File: src/rtl/plcp_header_rx_pkg.sv
// ----------------------------------------------------------------------------
// plcp_header_rx_pkg
//  Shared constants and types for the 802.11b long-preamble PLCP header
//  receiver: header/CRC bit counts, CRC-16 (CCITT) polynomial and preset,
//  the four legal SIGNAL rate codes and the capture FSM state type.
// ----------------------------------------------------------------------------
package plcp_header_rx_pkg;

  localparam int unsigned PLCP_HDR_BITS = 32;
  localparam int unsigned PLCP_CRC_BITS = 16;

  // 1 + x^5 + x^12 + x^16, x^16 term implicit
  localparam logic [15:0] CRC16_POLY = 16'h1021;
  localparam logic [15:0] CRC16_INIT = 16'hFFFF;

  // SIGNAL field: data rate in units of 100 kbit/s
  localparam logic [7:0] SIG_RATE_1M  = 8'h0A;
  localparam logic [7:0] SIG_RATE_2M  = 8'h14;
  localparam logic [7:0] SIG_RATE_5M5 = 8'h37;
  localparam logic [7:0] SIG_RATE_11M = 8'h6E;

  typedef enum logic [1:0] {
    ST_IDLE = 2'd0,
    ST_HDR  = 2'd1,
    ST_CRC  = 2'd2,
    ST_DONE = 2'd3
  } hdr_state_t;

  function automatic logic sig_legal(input logic [7:0] sig);
    return (sig == SIG_RATE_1M)  || (sig == SIG_RATE_2M) ||
           (sig == SIG_RATE_5M5) || (sig == SIG_RATE_11M);
  endfunction

endpackage

File: src/rtl/plcp_header_rx.sv
// ----------------------------------------------------------------------------
// plcp_header_rx
//  Receive-side PLCP header parser/checker (802.11b, 1 Mbps DSSS). Captures
//  the 48 descrambled header bits following the SFD, recomputes CRC-16 over
//  SIGNAL/SERVICE/LENGTH and compares it with the transmitted CRC field.
//
// Ports
//  clk        clock
//  rst        asynchronous active-high reset
//  sfd_start  1-cycle pulse, the next valid bit is header bit 0
//  bit_in     descrambled serial bit
//  bit_valid  bit_in qualifier
//  busy       header capture in progress (HDR/CRC states)
//  signal_q   SIGNAL field of the last completed header
//  service_q  SERVICE field of the last completed header
//  length_q   LENGTH field of the last completed header (us)
//  hdr_done   1-cycle verdict strobe
//  hdr_ok     CRC good and SIGNAL acceptable; held until next sfd_start
//  crc_err    CRC mismatch; held until next sfd_start
//  sig_err    illegal SIGNAL code; held until next sfd_start
// ----------------------------------------------------------------------------
module plcp_header_rx
  import plcp_header_rx_pkg::*;
#(
  parameter bit CHECK_SIGNAL = 1'b1
) (
  input  logic        clk,
  input  logic        rst,
  input  logic        sfd_start,
  input  logic        bit_in,
  input  logic        bit_valid,
  output logic        busy,
  output logic [7:0]  signal_q,
  output logic [7:0]  service_q,
  output logic [15:0] length_q,
  output logic        hdr_done,
  output logic        hdr_ok,
  output logic        crc_err,
  output logic        sig_err
);

  localparam logic [5:0] HDR_LAST = 6'(PLCP_HDR_BITS - 1);
  localparam logic [5:0] CRC_LAST = 6'(PLCP_CRC_BITS - 1);

  hdr_state_t  state_reg;
  hdr_state_t  state_next;
  logic [5:0]  cnt_reg;
  logic [15:0] lfsr_reg;
  logic [31:0] hdr_sr;
  logic [15:0] crc_sr;

  // A start pulse is honoured in IDLE and as an abort while busy. The DONE
  // cycle always completes so that a verdict strobe is never cut short.
  logic start;
  logic hdr_bit;
  logic crc_bit;
  logic hdr_last;
  logic crc_last;

  assign start    = sfd_start && (state_reg != ST_DONE);
  assign hdr_bit  = !start && (state_reg == ST_HDR) && bit_valid;
  assign crc_bit  = !start && (state_reg == ST_CRC) && bit_valid;
  assign hdr_last = hdr_bit && (cnt_reg == HDR_LAST);
  assign crc_last = crc_bit && (cnt_reg == CRC_LAST);

  // Serial CRC step for the incoming header bit
  logic        lfsr_fb;
  logic [15:0] lfsr_step;

  assign lfsr_fb   = lfsr_reg[15] ^ bit_in;
  assign lfsr_step = {lfsr_reg[14:0], 1'b0} ^ (lfsr_fb ? CRC16_POLY : 16'h0000);

  // Verdict is evaluated on the edge that takes the last CRC bit, so it is
  // already registered and stable while hdr_done is high. The received CRC
  // field is the ones-complement of the transmitter's register.
  logic [15:0] crc_word;
  logic        crc_bad;
  logic        sig_bad;

  assign crc_word = {crc_sr[14:0], bit_in};
  assign crc_bad  = (crc_word != ~lfsr_reg);
  assign sig_bad  = CHECK_SIGNAL && !sig_legal(hdr_sr[7:0]);

  // --------------------------------------------------------------------------
  // FSM
  // --------------------------------------------------------------------------
  always_ff @(posedge clk or posedge rst) begin
    if (rst) begin
      state_reg <= ST_IDLE;
    end else begin
      state_reg <= state_next;
    end
  end

  always_comb begin
    state_next = state_reg;
    case (state_reg)
      ST_IDLE: begin
        if (sfd_start) state_next = ST_HDR;
      end
      ST_HDR: begin
        if (sfd_start)     state_next = ST_HDR;
        else if (hdr_last) state_next = ST_CRC;
      end
      ST_CRC: begin
        if (sfd_start)     state_next = ST_HDR;
        else if (crc_last) state_next = ST_DONE;
      end
      ST_DONE: begin
        state_next = ST_IDLE;
      end
      default: state_next = ST_IDLE;
    endcase
  end

  assign busy     = (state_reg == ST_HDR) || (state_reg == ST_CRC);
  assign hdr_done = (state_reg == ST_DONE);

  // --------------------------------------------------------------------------
  // Counter, shift registers and CRC LFSR
  // --------------------------------------------------------------------------
  always_ff @(posedge clk or posedge rst) begin
    if (rst) begin
      cnt_reg  <= '0;
      lfsr_reg <= CRC16_INIT;
      hdr_sr   <= '0;
      crc_sr   <= '0;
    end else if (start) begin
      cnt_reg  <= '0;
      lfsr_reg <= CRC16_INIT;
    end else if (hdr_bit) begin
      hdr_sr   <= {bit_in, hdr_sr[31:1]};
      lfsr_reg <= lfsr_step;
      cnt_reg  <= hdr_last ? 6'd0 : cnt_reg + 6'd1;
    end else if (crc_bit) begin
      crc_sr   <= crc_word;
      cnt_reg  <= crc_last ? 6'd0 : cnt_reg + 6'd1;
    end
  end

  // --------------------------------------------------------------------------
  // Reported fields and verdict flags
  // --------------------------------------------------------------------------
  always_ff @(posedge clk or posedge rst) begin
    if (rst) begin
      signal_q  <= '0;
      service_q <= '0;
      length_q  <= '0;
      hdr_ok    <= 1'b0;
      crc_err   <= 1'b0;
      sig_err   <= 1'b0;
    end else if (start) begin
      hdr_ok    <= 1'b0;
      crc_err   <= 1'b0;
      sig_err   <= 1'b0;
    end else if (crc_last) begin
      signal_q  <= hdr_sr[7:0];
      service_q <= hdr_sr[15:8];
      length_q  <= hdr_sr[31:16];
      crc_err   <= crc_bad;
      sig_err   <= sig_bad;
      hdr_ok    <= !crc_bad && !sig_bad;
    end
  end

endmodule

File: config.mk
export PLATFORM = sky130hd
export DESIGN_NAME = plcp_header_rx
export DESIGN_NICKNAME = d
export VERILOG_FILES = /design/src/rtl/plcp_header_rx_pkg.sv /design/src/rtl/plcp_header_rx.sv
export SDC_FILE = /design/constraint.sdc
export NUM_CORES = 1
export LEC_CHECK = 0
export CELL_PAD_IN_SITES_DETAIL_PLACEMENT = 2
export CELL_PAD_IN_SITES_GLOBAL_PLACEMENT = 2
export CORE_MARGIN = 4
export CORE_UTILIZATION = 30
export CTS_CLUSTER_SIZE = 14
export DETAILED_ROUTE_END_ITERATION = 16
export GPL_ROUTABILITY_DRIVEN = 0
export GPL_TIMING_DRIVEN = 0
export PLACE_DENSITY_LB_ADDON = 0.1
export RECOVER_POWER = 100
export SYNTH_ARGS = -nofsm -noshare
export SYNTH_HDL_FRONTEND = slang
export SYNTH_SLANG_ARGS = --single-unit
File: constraint.sdc
create_clock -name clk -period 4.9 [get_ports clk]
set_input_delay 0.98 -clock clk [delete_from_list [all_inputs] [get_ports clk]]
set_output_delay 0.98 -clock clk [all_outputs]
set_load 0.02 [all_outputs]
# Word level (Yosys, flattened, before mapping)
# Index checks and enable logic that the tools add are counted.
# W data, S select, Z words.
# op_classes
mux	20
n_eq_ne	14
reduce_logical	23
bitwise_logic	5
addsub	1
# op_table
cell	n
$mux W16	2
$mux W6	5
$ne A16 B16 Y1	1
$not A16 Y16	1
$xor A16 B13 Y16	1
$mux W13	1
$mux W2	5
$eq A8 B4 Y1 const B	1
$eq A8 B5 Y1 const B	1
$eq A8 B6 Y1 const B	1
$eq A8 B7 Y1 const B	1
$logic_and A1 B1 Y1	8
$pmux W2 S4	1
$add A6 B1 Y6 const B	1
$eq A6 B4 Y1 const B	1
$eq A6 B5 Y1 const B	1
$mux W1	6
$ne A3 B3 Y1 const B	2
$reduce_and A3 Y1	2
$eq A2 B2 Y1 const B	2
$logic_or A1 B1 Y1	4
$ne A2 B2 Y1 const B	2
$reduce_and A2 Y1	2
$reduce_bool A2 Y1	2
6 further kinds	9
# totals
wordCells	74
register_bits	106

# Longest topological paths before layout
# logic_depth
depth_word	10
depth_mapped	8
mapped_depth_nobuf	6

# Worst setup path after synthesis
# Ideal clock, no wire load.
# synth_path
path_type	input-to-reg
start	input sfd_start
end	register crc_sr[0]
cell_stages	5
arrival_time_ns	2.326
slack_ns	2.449
path_cell_list	nor2b_1 -> buf_2 -> nor3_1 -> buf_4 -> mux2_2
# synth_via
elab_chain_len	6
# synth_rtl
element	line_no	text
start: declaration	plcp_header_rx.sv:29	input logic sfd_start,
$logic_and A1 B1 Y1 (*)	plcp_header_rx.sv:60	assign start = sfd_start && (state_reg != ST_DONE);
$logic_not A1 Y1	plcp_header_rx.sv:61, plcp_header_rx.sv:62	
$logic_and A1 B1 Y1 (2 in a row)	plcp_header_rx.sv:61	assign hdr_bit = !start && (state_reg == ST_HDR) && bit_valid;
$not A1 Y1 (no source line)	n/a	
$reduce_and A3 Y1 (no source line) (*)	n/a	
end signal: assignment	plcp_header_rx.sv:136	crc_sr <= crc_word;
end: declaration	plcp_header_rx.sv:50	logic [15:0] crc_sr;
# Mark *: on every way between the ends. The rest lies on a longest branch, timed or not.
# A chain may end at the register's enable or synchronous reset.

# Final worst setup path
# layout_path
start	input sfd_start
end	register length_q[0]
# layout_via
elab_chain_len	6
# layout_rtl
element	line_no	text
$logic_and A1 B1 Y1 (*)	plcp_header_rx.sv:60	
$logic_not A1 Y1	plcp_header_rx.sv:62	assign crc_bit = !start && (state_reg == ST_CRC) && bit_valid;
$logic_and A1 B1 Y1 (2 in a row)	plcp_header_rx.sv:62	
$logic_and A1 B1 Y1	plcp_header_rx.sv:64	assign crc_last = crc_bit && (cnt_reg == CRC_LAST);
$reduce_and A2 Y1 (no source line) (*)	n/a	
end signal: assignment	plcp_header_rx.sv:159	length_q <= hdr_sr[31:16];
end: declaration	plcp_header_rx.sv:35	output logic [15:0] length_q,
# Marks and branches as above.

==> run summary <==
First-pass GRT wire length = 18500 um
Worst path required time = 5.12 ns
H-tree lvl count = 3
Post-synth EDFFs = 0
Crit-path max cell delay = 0.67 ns
Core Area = 14700 um2
Worst-Skew Late Latency = 0.35 ns
Setup TNS = 0 ns
Nets = 450
Total CTS buffers = 9
CP Capture Type = flop
Vias = 3044
Root Buffer = clkbuf_16
PortBufs = 41
Pwr dens = 407 nW/um2
VDD IR-drop max = 0.197 mV
Die Footprint = 17200 um2
Hold Path End = lfsr_reg[14]
Final core occ = 0.372
Reg2reg setup slack = 2.02 ns
Crit-path max FO = 10
Drt pass-1 iters = 4
Vias in the first global route = 3497
Post-synthesis mux area share = 0.131
Hold Crit Start = lfsr_reg[13]
Setup Slack @ Placement = 1.44 ns
Reg-to-reg endpoint = length_q[0]
Pin count of the biggest net entering global routing = 67
Hold buffer count at cts = 0
Post-CTS setup buffers = 0
Ys async rst share = 1.00
Cells after Synth = 386
Number of distinct library cells after synthesis = 42
Num Clock Sinks = 106
Total track usage = 0.131
Wirelength per Cell = 16.9 um
RSZ-0062 raised after global routing = false
Final setup viols = 0
R2r startpoint = state_reg[0]
Setup crit start kind = input port
Final ANT Viol Nets = 0
Vias per inst = 4.85
Final Critical Period = 3.50 ns
Cell area after layout = 5470 um2
I/O pin cnt = 42
Area Overhead vs Synth = 19.9%
Post-DP HPWL = 7630 um
Crit path arrival time = 3.72 ns
R2R cell count = 7
Initial antenna violation count = 0
Site Rows = 44
DRC = 0
Clock skew = 0.00723 ns
PostCTS Resize Cnt = 0
Layout cells sized above 1 = 0.149
Simple-gate area share of the yosys netlist = 0.136
Hold path depth = 2
Starting Density = 0.310
Placed inst area = 5230 um2
Sequential-to-total area share from yosys stat = 0.586
Slew margin rel. = -0.284
Crit path cell chain = dlygate4sd3_1, nor2b_1, clkbuf_1, or4b_1, clkbuf_1, clkbuf_1, mux2_1
Final Max Tran Viols = 41
Tcrit/Tclk final = 0.715
Outcome = finished, violations left
Post-synthesis compound-gate area fraction = 0.0653
Die height = 131 um
Synthesized Nets = 397
Synthesized area per cell = 11.8 um2
Synth Area in Adders = 0.0165
CTS tree = built
Grt ovf = 0
Synth Warn # = 0
Post-Synth XOR/XNOR Area = 0.0423
CP dominant cell by count = clkbuf_1
Max cap viols = 1
Initial drt markers = 61
Mapped Area = 4560 um2
Worst slew pin tran = 1.92 ns
Main combinational cell family by area after synthesis = simple AND/OR/NAND/NOR gates
Reg clk slew, reported paths = 0.07 ns
Ant diodes = 0
Maximum clock insertion buffer count = 2
Fmax = 0.286 GHz
Post-Route WL = 10600 um
Largest register FFs = 32
Tightest Hold Check Type = reg2reg
Synth Register Bits = 106
Hold violation total from the final report = 0
Die width = 131 um
Final worst setup slack = 1.40 ns
WS Path Type = in2reg
Failing checks = max-capacitance violations, max-slew violations
Static Leak = 0.00269 uW
Post-synth top flop = dfrtp_1
Slowest CP cell = dlygate4sd3_1
-- power by group --
part / switching [uW] / internal (uW) / total [uW] / leakage, uW
registers: 70.9 / 964 / 1030 / 0.00141
logic: 270 / 144 / 414 / 0.00112
clock network: 318 / 460 / 779 / 0.000156
-- cell usage in the layout (no fill, tap or decap), types with 2 or more instances in the layout --
master             n
a2111oi_0          2
a211oi_1           4
a21oi_1            7
a41o_1             2
bufinv_16          2
clkbuf_1          18
clkbuf_16          9
clkdlybuf4s50_1    2
clkinv_2           2
dfrtp_1           90
dfstp_2           16
dlygate4sd3_1     39
ha_1               6
inv_1              2
mux2_1            15
mux2_2            31
nand2_1          107
nand2b_1           2
nand3_1            7
nand4_1            4
nor2_1             8
nor3_1             3
nor4_1             2
o21ai_0            6
o22a_1            13
or3_1              2
xnor2_1            4
xor2_1            18
-- critical path: cells and delay by family --
kind / cells / cell delay [ns]
buffers and inverters: 4 / 1.97
AND/OR/NAND/NOR: 2 / 0.37
multiplexers: 1 / 0.39
-- cell families (layout without fill, tap and decap cells) --
family | Yosys count | in the layout
xor+xnor | 22 | 22
compound gates | 40 | 40
buf+inv | 20 | 78
simple gates | 144 | 144
flops | 106 | 106
mux | 48 | 48
fa+ha+maj | 6 | 6
-- cell type report --
cell class | instances | area (um2)
Fill cell | 1539 | 9230
Sequential cell | 106 | 2670
Multi-Input combinational cell | 260 | 1730
Timing Repair Buffer | 42 | 438
Clock buffer | 11 | 243
Tap cell | 184 | 230
Clock inverter | 5 | 77.6
Buffer | 17 | 63.8
Inverter | 3 | 12.5
-- cells in the mapped netlist, types with 3 or more instances --
library cell    n  area (um2)
inv_1           3        11.3
o21ai_0         6        30.0
nor2_1          8        30.0
a211oi_1        4        30.0
nand3_1         7        35.0
nand2_1       107         402
nor3_1          3        15.0
xor2_1         18         158
o22a_1         13         114
ha_1            6        75.1
nand4_1         4        25.0
mux2_2         32         360
xnor2_1         4        35.0
clkbuf_1       11        41.3
dfstp_2        16         420
dfrtp_1        90        2250
mux2_4         15         225
buf_6           3        33.8
a21oi_1         7        35.0
-- how the worst max path moves through the flow --
| stage | slack [ns] | endpoint | cells past startpoint | start |
|---|---|---|---|---|
| floorplan | 1.16 | cnt_reg[0] | 1 | rst |
| detailed placement | 1.44 | crc_sr[1] | 6 | sfd_start |
| CTS | 1.82 | crc_sr[1] | 6 | sfd_start |
| global placement | -0.66 | crc_sr[6] | 2 | rst |
| global route | 1.11 | length_q[6] | 7 | sfd_start |
| finish | 1.40 | length_q[0] | 7 | sfd_start |
-- metrics by stage --
stage | std cells | hold WS, ns | power (uW)
after floorplan | 386 | 0.449 | 1330
after global placement | 611 | 0.468 | 1460
after detailed placement | 612 | 0.480 | 1480
after CTS | 628 | 0.485 | 2280
after global routing | 628 | 0.518 | 2370
final | 628 | 0.486 | 2230
-- per-layer routing --
layer	track usage	vias to the layer above	share of wire
met5	0	-	0
met4	0.0385	0	0.012
met3	0.0352	9	0.029
met2	0.213	33	0.48
met1	0.172	1579	0.47
li1	-	1423	-
Note: power is estimated with default switching activity, not from simulation.
